### src/rtl/pipe_pkg.sv
// Shared types and constants for the data-memory access path.
// Imported by the access controller and its helpers.
package pipe_pkg;

   localparam int DEF_DATA_W = 32;

   // Word accesses only: low two address bits must be zero.
   localparam logic [1:0] ALIGN_MASK = 2'b11;

   typedef enum logic [1:0] {
      IDLE,
      REQ,
      DONE
   } state_t;

endpackage

### src/rtl/dmem_access_ctrl_sat_counter.sv
// Width-parameterised up-counter that sticks at all-ones.
// Counts one per clock while en is high; async active-high reset.
module sat_counter #(
   parameter int W = 16
) (
   input  logic         clk,
   input  logic         rst,
   input  logic         en,
   output logic [W-1:0] count
);

   logic [W-1:0] cnt_q;
   logic [W-1:0] cnt_d;

   always_comb begin
      cnt_d = cnt_q;
      if (en && (cnt_q != '1)) begin
         cnt_d = cnt_q + 1'b1;
      end
   end

   always_ff @(posedge clk or posedge rst) begin
      if (rst) begin
         cnt_q <= '0;
      end else begin
         cnt_q <= cnt_d;
      end
   end

   assign count = cnt_q;

endmodule

### src/rtl/dmem_access_ctrl.sv
// Sequences EX/DM loads and stores onto a req/ack data memory,
// freezing the pipeline while an access is outstanding.
module dmem_access_ctrl
   import pipe_pkg::*;
#(
   parameter int DATA_W  = DEF_DATA_W,
   parameter int TIMEOUT = 15,
   parameter int CNT_W   = 16
) (
   input  logic              clk,
   input  logic              reset,
   input  logic              mem_read_in,
   input  logic              mem_write_in,
   input  logic [DATA_W-1:0] addr_in,
   input  logic [DATA_W-1:0] write_data_in,
   output logic              dmem_req,
   output logic              dmem_we,
   output logic [DATA_W-1:0] dmem_addr,
   output logic [DATA_W-1:0] dmem_wdata,
   input  logic              dmem_ack,
   input  logic [DATA_W-1:0] dmem_rdata,
   output logic              stall_pipe,
   output logic [DATA_W-1:0] load_data,
   output logic              load_valid,
   output logic              mem_fault,
   output logic [CNT_W-1:0]  stall_cycles
);

   localparam int WAIT_W = $clog2(TIMEOUT + 1);
   localparam logic [WAIT_W-1:0] WAIT_MAX = WAIT_W'(TIMEOUT);

   state_t              state_q, state_d;
   logic                req_q, req_d;
   logic                we_q, we_d;
   logic [DATA_W-1:0]   addr_q, addr_d;
   logic [DATA_W-1:0]   wdata_q, wdata_d;
   logic [DATA_W-1:0]   ldata_q, ldata_d;
   logic                lvalid_q, lvalid_d;
   logic                fault_q, fault_d;
   logic [WAIT_W-1:0]   wait_q, wait_d;
   logic [WAIT_W-1:0]   wait_inc;

   logic access;
   logic illegal;
   logic misaligned;
   logic launch;

   assign access     = mem_read_in ^ mem_write_in;
   assign illegal    = mem_read_in & mem_write_in;
   assign misaligned = (mem_read_in | mem_write_in)
                     & ((addr_in[1:0] & ALIGN_MASK) != 2'b00);
   assign launch     = (state_q == IDLE) & access & ~misaligned;
   assign wait_inc   = wait_q + 1'b1;

   always_comb begin
      state_d  = state_q;
      req_d    = req_q;
      we_d     = we_q;
      addr_d   = addr_q;
      wdata_d  = wdata_q;
      ldata_d  = ldata_q;
      lvalid_d = 1'b0;
      fault_d  = 1'b0;
      wait_d   = wait_q;

      unique case (state_q)
         IDLE: begin
            if (launch) begin
               state_d = REQ;
               req_d   = 1'b1;
               we_d    = mem_write_in;
               addr_d  = addr_in;
               wdata_d = write_data_in;
               wait_d  = '0;
            end else if (illegal | misaligned) begin
               fault_d = 1'b1;
            end
         end
         REQ: begin
            wait_d = wait_inc;
            // An ack on the timeout cycle still counts as completion.
            if (dmem_ack) begin
               req_d   = 1'b0;
               state_d = DONE;
               if (!we_q) begin
                  ldata_d  = dmem_rdata;
                  lvalid_d = 1'b1;
               end
            end else if (wait_inc == WAIT_MAX) begin
               req_d   = 1'b0;
               fault_d = 1'b1;
               state_d = DONE;
            end
         end
         DONE: begin
            state_d = IDLE;
            wait_d  = '0;
         end
         default: begin
            state_d = IDLE;
         end
      endcase
   end

   always_ff @(posedge clk or posedge reset) begin
      if (reset) begin
         state_q  <= IDLE;
         req_q    <= 1'b0;
         we_q     <= 1'b0;
         addr_q   <= '0;
         wdata_q  <= '0;
         ldata_q  <= '0;
         lvalid_q <= 1'b0;
         fault_q  <= 1'b0;
         wait_q   <= '0;
      end else begin
         state_q  <= state_d;
         req_q    <= req_d;
         we_q     <= we_d;
         addr_q   <= addr_d;
         wdata_q  <= wdata_d;
         ldata_q  <= ldata_d;
         lvalid_q <= lvalid_d;
         fault_q  <= fault_d;
         wait_q   <= wait_d;
      end
   end

   assign dmem_req   = req_q;
   assign dmem_we    = we_q;
   assign dmem_addr  = addr_q;
   assign dmem_wdata = wdata_q;
   assign load_data  = ldata_q;
   assign load_valid = lvalid_q;
   assign mem_fault  = fault_q;
   assign stall_pipe = launch | (state_q == REQ);

   sat_counter #(
      .W (CNT_W)
   ) u_stall_cnt (
      .clk   (clk),
      .rst   (reset),
      .en    (stall_pipe),
      .count (stall_cycles)
   );

endmodule

### config.mk
export PLATFORM = sky130hd
export DESIGN_NAME = dmem_access_ctrl
export DESIGN_NICKNAME = d
export VERILOG_FILES = /design/src/rtl/pipe_pkg.sv /design/src/rtl/dmem_access_ctrl_sat_counter.sv /design/src/rtl/dmem_access_ctrl.sv
export SDC_FILE = /design/constraint.sdc
export NUM_CORES = 1
export LEC_CHECK = 0
export CORE_AREA = 2 2 103 129
export CTS_CLUSTER_DIAMETER = 120
export DETAILED_ROUTE_END_ITERATION = 12
export DIE_AREA = 0 0 105 131
export PLACE_DENSITY = 0.85
export SETUP_SLACK_MARGIN = 0.3
export SYNTH_ARGS = -nofsm -noshare
export SYNTH_HDL_FRONTEND = slang
export SYNTH_SLANG_ARGS = --single-unit
### constraint.sdc
create_clock -name clk -period 10.7 [get_ports clk]
set_clock_uncertainty 0.1 [all_clocks]
set_input_delay 2.14 -clock clk [delete_from_list [all_inputs] [get_ports clk]]
set_output_delay 2.14 -clock clk [all_outputs]
set_load 0.1 [all_outputs]
Word level (Yosys, flattened, before mapping) --
Index checks and enable logic that the tools add are counted.
Storage, ports and cells: flip-flop bits (word level) 122, input port bits 101, output and inout port bits 117, word-level logic and storage cells 56
Cells by class: add/subtract/negate cells 2, equality and inequality tests 6, mux-type cells 18, bitwise logic cells 10, reductions and logical operators 10
Operator list (number):
- adder 16 x 1 -> 16 bit (second input constant) | 1
- inequality test 16 bit (second input constant) | 1
- case mux 4 bit (3 select lines) | 1
- two-way mux 1 bit | 10
- two-way mux 2 bit | 3
- AND reduction 2 bit | 3
- AND reduction 3 bit | 2
- adder 4 x 1 -> 4 bit (second input constant) | 1
- bitwise AND 1 bit | 4
- == test 4 bit (second input constant) | 1
- two-way mux 4 bit | 1
- case mux 1 bit (2 select lines) | 2
- case mux 2 bit (2 select lines) | 1
- nonzero test 2 bit | 2
- inequality test 3 bit (second input constant) | 1
- OR 1 bit | 3
- nonzero test 3 bit | 1
- == test 2 x 1 -> 1 bit (second input constant) | 1
- == test 2 bit (second input constant) | 1
- zero test 2 bit | 1
- inequality test 2 bit (second input constant) | 1
- inverter 1 bit | 2
- logical AND 1 bit | 1
- XOR 1 bit | 1

Depth between registers and ports, before layout --
word-level depth 6, mapped depth 8, mapped depth without buffers 6

Hierarchy --
From an unflattened synthesis, not the netlist that was laid out.
Unflattened totals: cells, all modules 326, area, all modules 4912.2 µm²
By module, submodules not included:
- dmem_access_ctrl | times used 1, cells an instance 255, area an instance 4106.4 µm², seq. area each 2652.5 µm²
- sat_counter | times used 1, cells an instance 71, area an instance 805.8 µm², seq. area each 400.4 µm²

Worst setup path before layout --
OpenSTA, ideal clock, no wires.
path kind in2out, from input port mem_read_in, to output port stall_pipe, arrival time 3.466 ns, setup slack 4.994 ns, stages 6, buffers on the path 1, path through inv_1 -> ha_1 -> o21bai_2 -> a31oi_4 -> buf_2 -> inv_1
Between the ends: word-level cells in the longest chain between the ends 5, elaborated cells on any way between the ends 7, classes of those cells 7 x bitwise
RTL lines:
- start, declared | line dmem_access_ctrl.sv:12 | input logic mem_read_in,
- OR 1 bit | line dmem_access_ctrl.sv:50 | assign misaligned = (mem_read_in | mem_write_in)
- bitwise AND 1 bit | line dmem_access_ctrl.sv:51 | & ((addr_in[1:0] & ALIGN_MASK) != 2'b00);
- inverter 1 bit | line dmem_access_ctrl.sv:52 | assign launch = (state_q == IDLE) & access & ~misaligned;
- bitwise AND 1 bit (*) | line dmem_access_ctrl.sv:52
- OR 1 bit (*) | line dmem_access_ctrl.sv:136 | assign stall_pipe = launch | (state_q == REQ);
- end, declared | line dmem_access_ctrl.sv:22 | output logic stall_pipe,
Every way passes the cells marked *; elsewhere a longest branch is shown, timed or not.

Worst setup path in the final report --
Ends and elaborated chain as after synthesis.

==> impl_metrics.tcl <==
set metrics [dict create \
    status "complete, no violations" \
    drv_cap 0 \
    timing.rr.start "u_stall_cnt.count[0]" \
    synthAdderAreaFrac_pct 1.27 \
    synth_commonest_cells "dfrtp_1 (122), mux2_2 (97), xor2_1 (16)" \
    yosysTopAreaCell "dfrtp_1" \
    drt_iter0_markers 110 \
    drc 0 \
    reg2reg_depth 5 \
    synth_top_family_by_area "multiplexers" \
    postSynthCellCount 333 \
    antennaDiodeCount 0 \
    worst_pin_slew_ns 1.14 \
    routedWlPerCell_um 16.3 \
    gr-usage-all-layers_pct 17.4 \
    end_kind "primary output" \
    syn_area_per_cell_um2 14.8 \
    r2r_setup_slack_ns 8.22 \
    clock_sinks 122 \
    synth_xor_area_share_pct 2.85 \
    arrival_ns 4.66 \
    holdPathStages 1 \
    final-hold-violation-count 0 \
    worst_hold_startpoint "dmem_addr[29]" \
    tns_ns 0 \
    max_slew_margin_pct 23.7 \
    yosysMostFrequentCell "dfrtp_1" \
    critPathMaxStageDelay_ns 0.98 \
    crit_path_max_fanout 16 \
    post-route-cell-area_mm2 0.00784 \
    die_w_um 105 \
    vias_per_cell 4.89 \
    area_growth_pct 59.4 \
    cts_tree "done" \
    use_met2_pct 31.4 \
    setup-violations-final 0 \
    clockRootBuffer "clkbuf_16" \
    syn_area_mm2 0.00492 \
    grt.met3_usage_pct 7.59 \
    synthTopCellsByArea "dfrtp_1 (62%), mux2_2 (22%), xor2_1 (2.8%), ha_1 (1.3%), buf_2 (1.2%)" \
    dp_hpwl_mm 8.86 \
    crit_path_cell_trace "clkdlybuf4s50_1 > inv_1 > ha_1 > o21bai_2 > a31oi_4 > inv_1 > clkdlybuf4s50_1" \
    htreeDepth 4 \
    rows 46 \
    yosys.area_share.simple_pct 6.54 \
    synth_top_area_share_pct 62.1 \
    min_path_type "reg -> reg" \
    critPathKind "in -> out" \
    synth_fp_nets 439 \
    synth-main-ff-cell "dfrtp_1" \
    die-area_mm2 0.0138 \
    min_period_over_period_pct 64.5 \
    ys_types 38 \
    postRouteAntennaNets 0 \
    ys_seq_area_share_pct 62.1 \
    fmaxAchievable_mhz 145 \
    totalWireLength_mm 12.1 \
    overflow 0 \
    ctsResizeCount 0 \
    async_flop_share_pct 100 \
    grt_first_pass_wirelength_mm 18.6 \
    worstSetupStartpointType "input pin" \
    num_vias 3608 \
    ys.warnings.count 0 \
    clockBufferDepth 2 \
    timing.final.max_slew_violations 0 \
    io_pins 218 \
    synth_edf_count 0 \
    synth_compound_gate_area_share_pct 3.21 \
    cts-buffers-inserted 17 \
    n_fill_cell 1004 \
    placed_cell_area_mm2 0.00728 \
    drive_above_1_share_pct 24.6 \
    die_h_um 131 \
    muxShareOfSynthArea_pct 22.2 \
    post_cts_buffers 0 \
    period_minus_slack_ns 6.90 \
    ys_seq_elements 122 \
    numPortBuffers 217 \
    initial_core_util_pct 39.2 \
    drt_pass1_iterations 4 \
    met1_usage_pct 17.8 \
    clkLatencyLatePin_ns 0.40 \
    core_mm2 0.0125 \
    grt_pass1_vias 3798 \
    multiInputGateArea_mm2 0.00180 \
    num-nets-final 665 \
    clk_pin_slew_ns 0.05 \
    min_to "dmem_addr[29]" \
    cts.hold.buffers_added 0 \
    ff_latch_area_mm2 0.00305 \
    grt_max_degree 89 \
    routabilityCongestion 0.763 \
    worst_path_max_delay_cell "clkdlybuf4s50_1" \
    hold_slack_ns 0.405 \
    antenna_found_initial 0 \
    cp_top_family "buffers and inverters" \
    busiest_layer "met2" \
    crit_required_ns 8.46 \
    rsz0062_at_grt "no" \
    crit_buf_inv 4 \
    reg2reg_to "u_stall_cnt.count[1]" \
]
## sequential cells by signal, summed over array words and instances (netlist names)
| register | count |
|---|---|
| load_data | 32 |
| dmem_addr | 32 |
| state_q | 2 |
| dmem_we | 1 |
| u_stall_cnt.count | 16 |
| load_valid | 1 |
| wait_q | 4 |
| mem_fault | 1 |
| dmem_req | 1 |
| dmem_wdata | 32 |
## routing by layer
metal	routed length [um]	vias up
li1	-	1628
met1	4200	1832
met2	6640	135
met3	1050	13
met4	168	0
met5	0	-
## metrics by stage
step / std cells / util [%] / worst slack, ns
finish: 738 / 62.5 / 3.80
global route: 738 / 62.5 / 3.63
CTS: 738 / 62.5 / 3.78
detailed placement: 708 / 58.0 / 3.79
global placement: 708 / 58.0 / 3.78
floorplan: 333 / - / 4.99
## cell type report
class	instances	share of cell area (%)
Clock buffer	23	6.23
Clock inverter	7	0.862
Inverter	8	0.415
Multi-Input combinational cell	191	23.0
Sequential cell	122	39.0
Tap cell	168	2.68
Timing Repair Buffer	219	27.9
## how the worst max path moves through the flow
| stage | end | startpoint | slack [ns] | cells past startpoint |
|---|---|---|---|---|
| after floorplan | stall_pipe | mem_read_in | 4.99 | 6 |
| after global placement | stall_pipe | mem_read_in | 3.78 | 7 |
| after detailed placement | stall_pipe | mem_read_in | 3.79 | 7 |
| after CTS | stall_pipe | mem_read_in | 3.78 | 7 |
| after global routing | stall_pipe | mem_write_in | 3.63 | 7 |
| final | stall_pipe | mem_read_in | 3.80 | 7 |
## logic make-up after synthesis
family,Yosys count
simple gates,51
xor+xnor,16
mux,97
buf+inv,20
flops,122
fa+ha+maj,5
compound gates,22
## cell usage in the layout, fill, tap and decap left out, types with 4 or more instances in the layout
cell	n
clkdlybuf4s50_1	217
nor3_1	7
nand3_1	5
nor2_1	5
clkbuf_8	4
mux2_2	97
dfrtp_1	122
nand2_1	10
xor2_1	16
o21ai_0	10
inv_1	7
clkbuf_16	17
ha_1	5
Power is not shown: default switching activity piles up to over one toggle a cycle in this logic, so the estimate is an artifact.
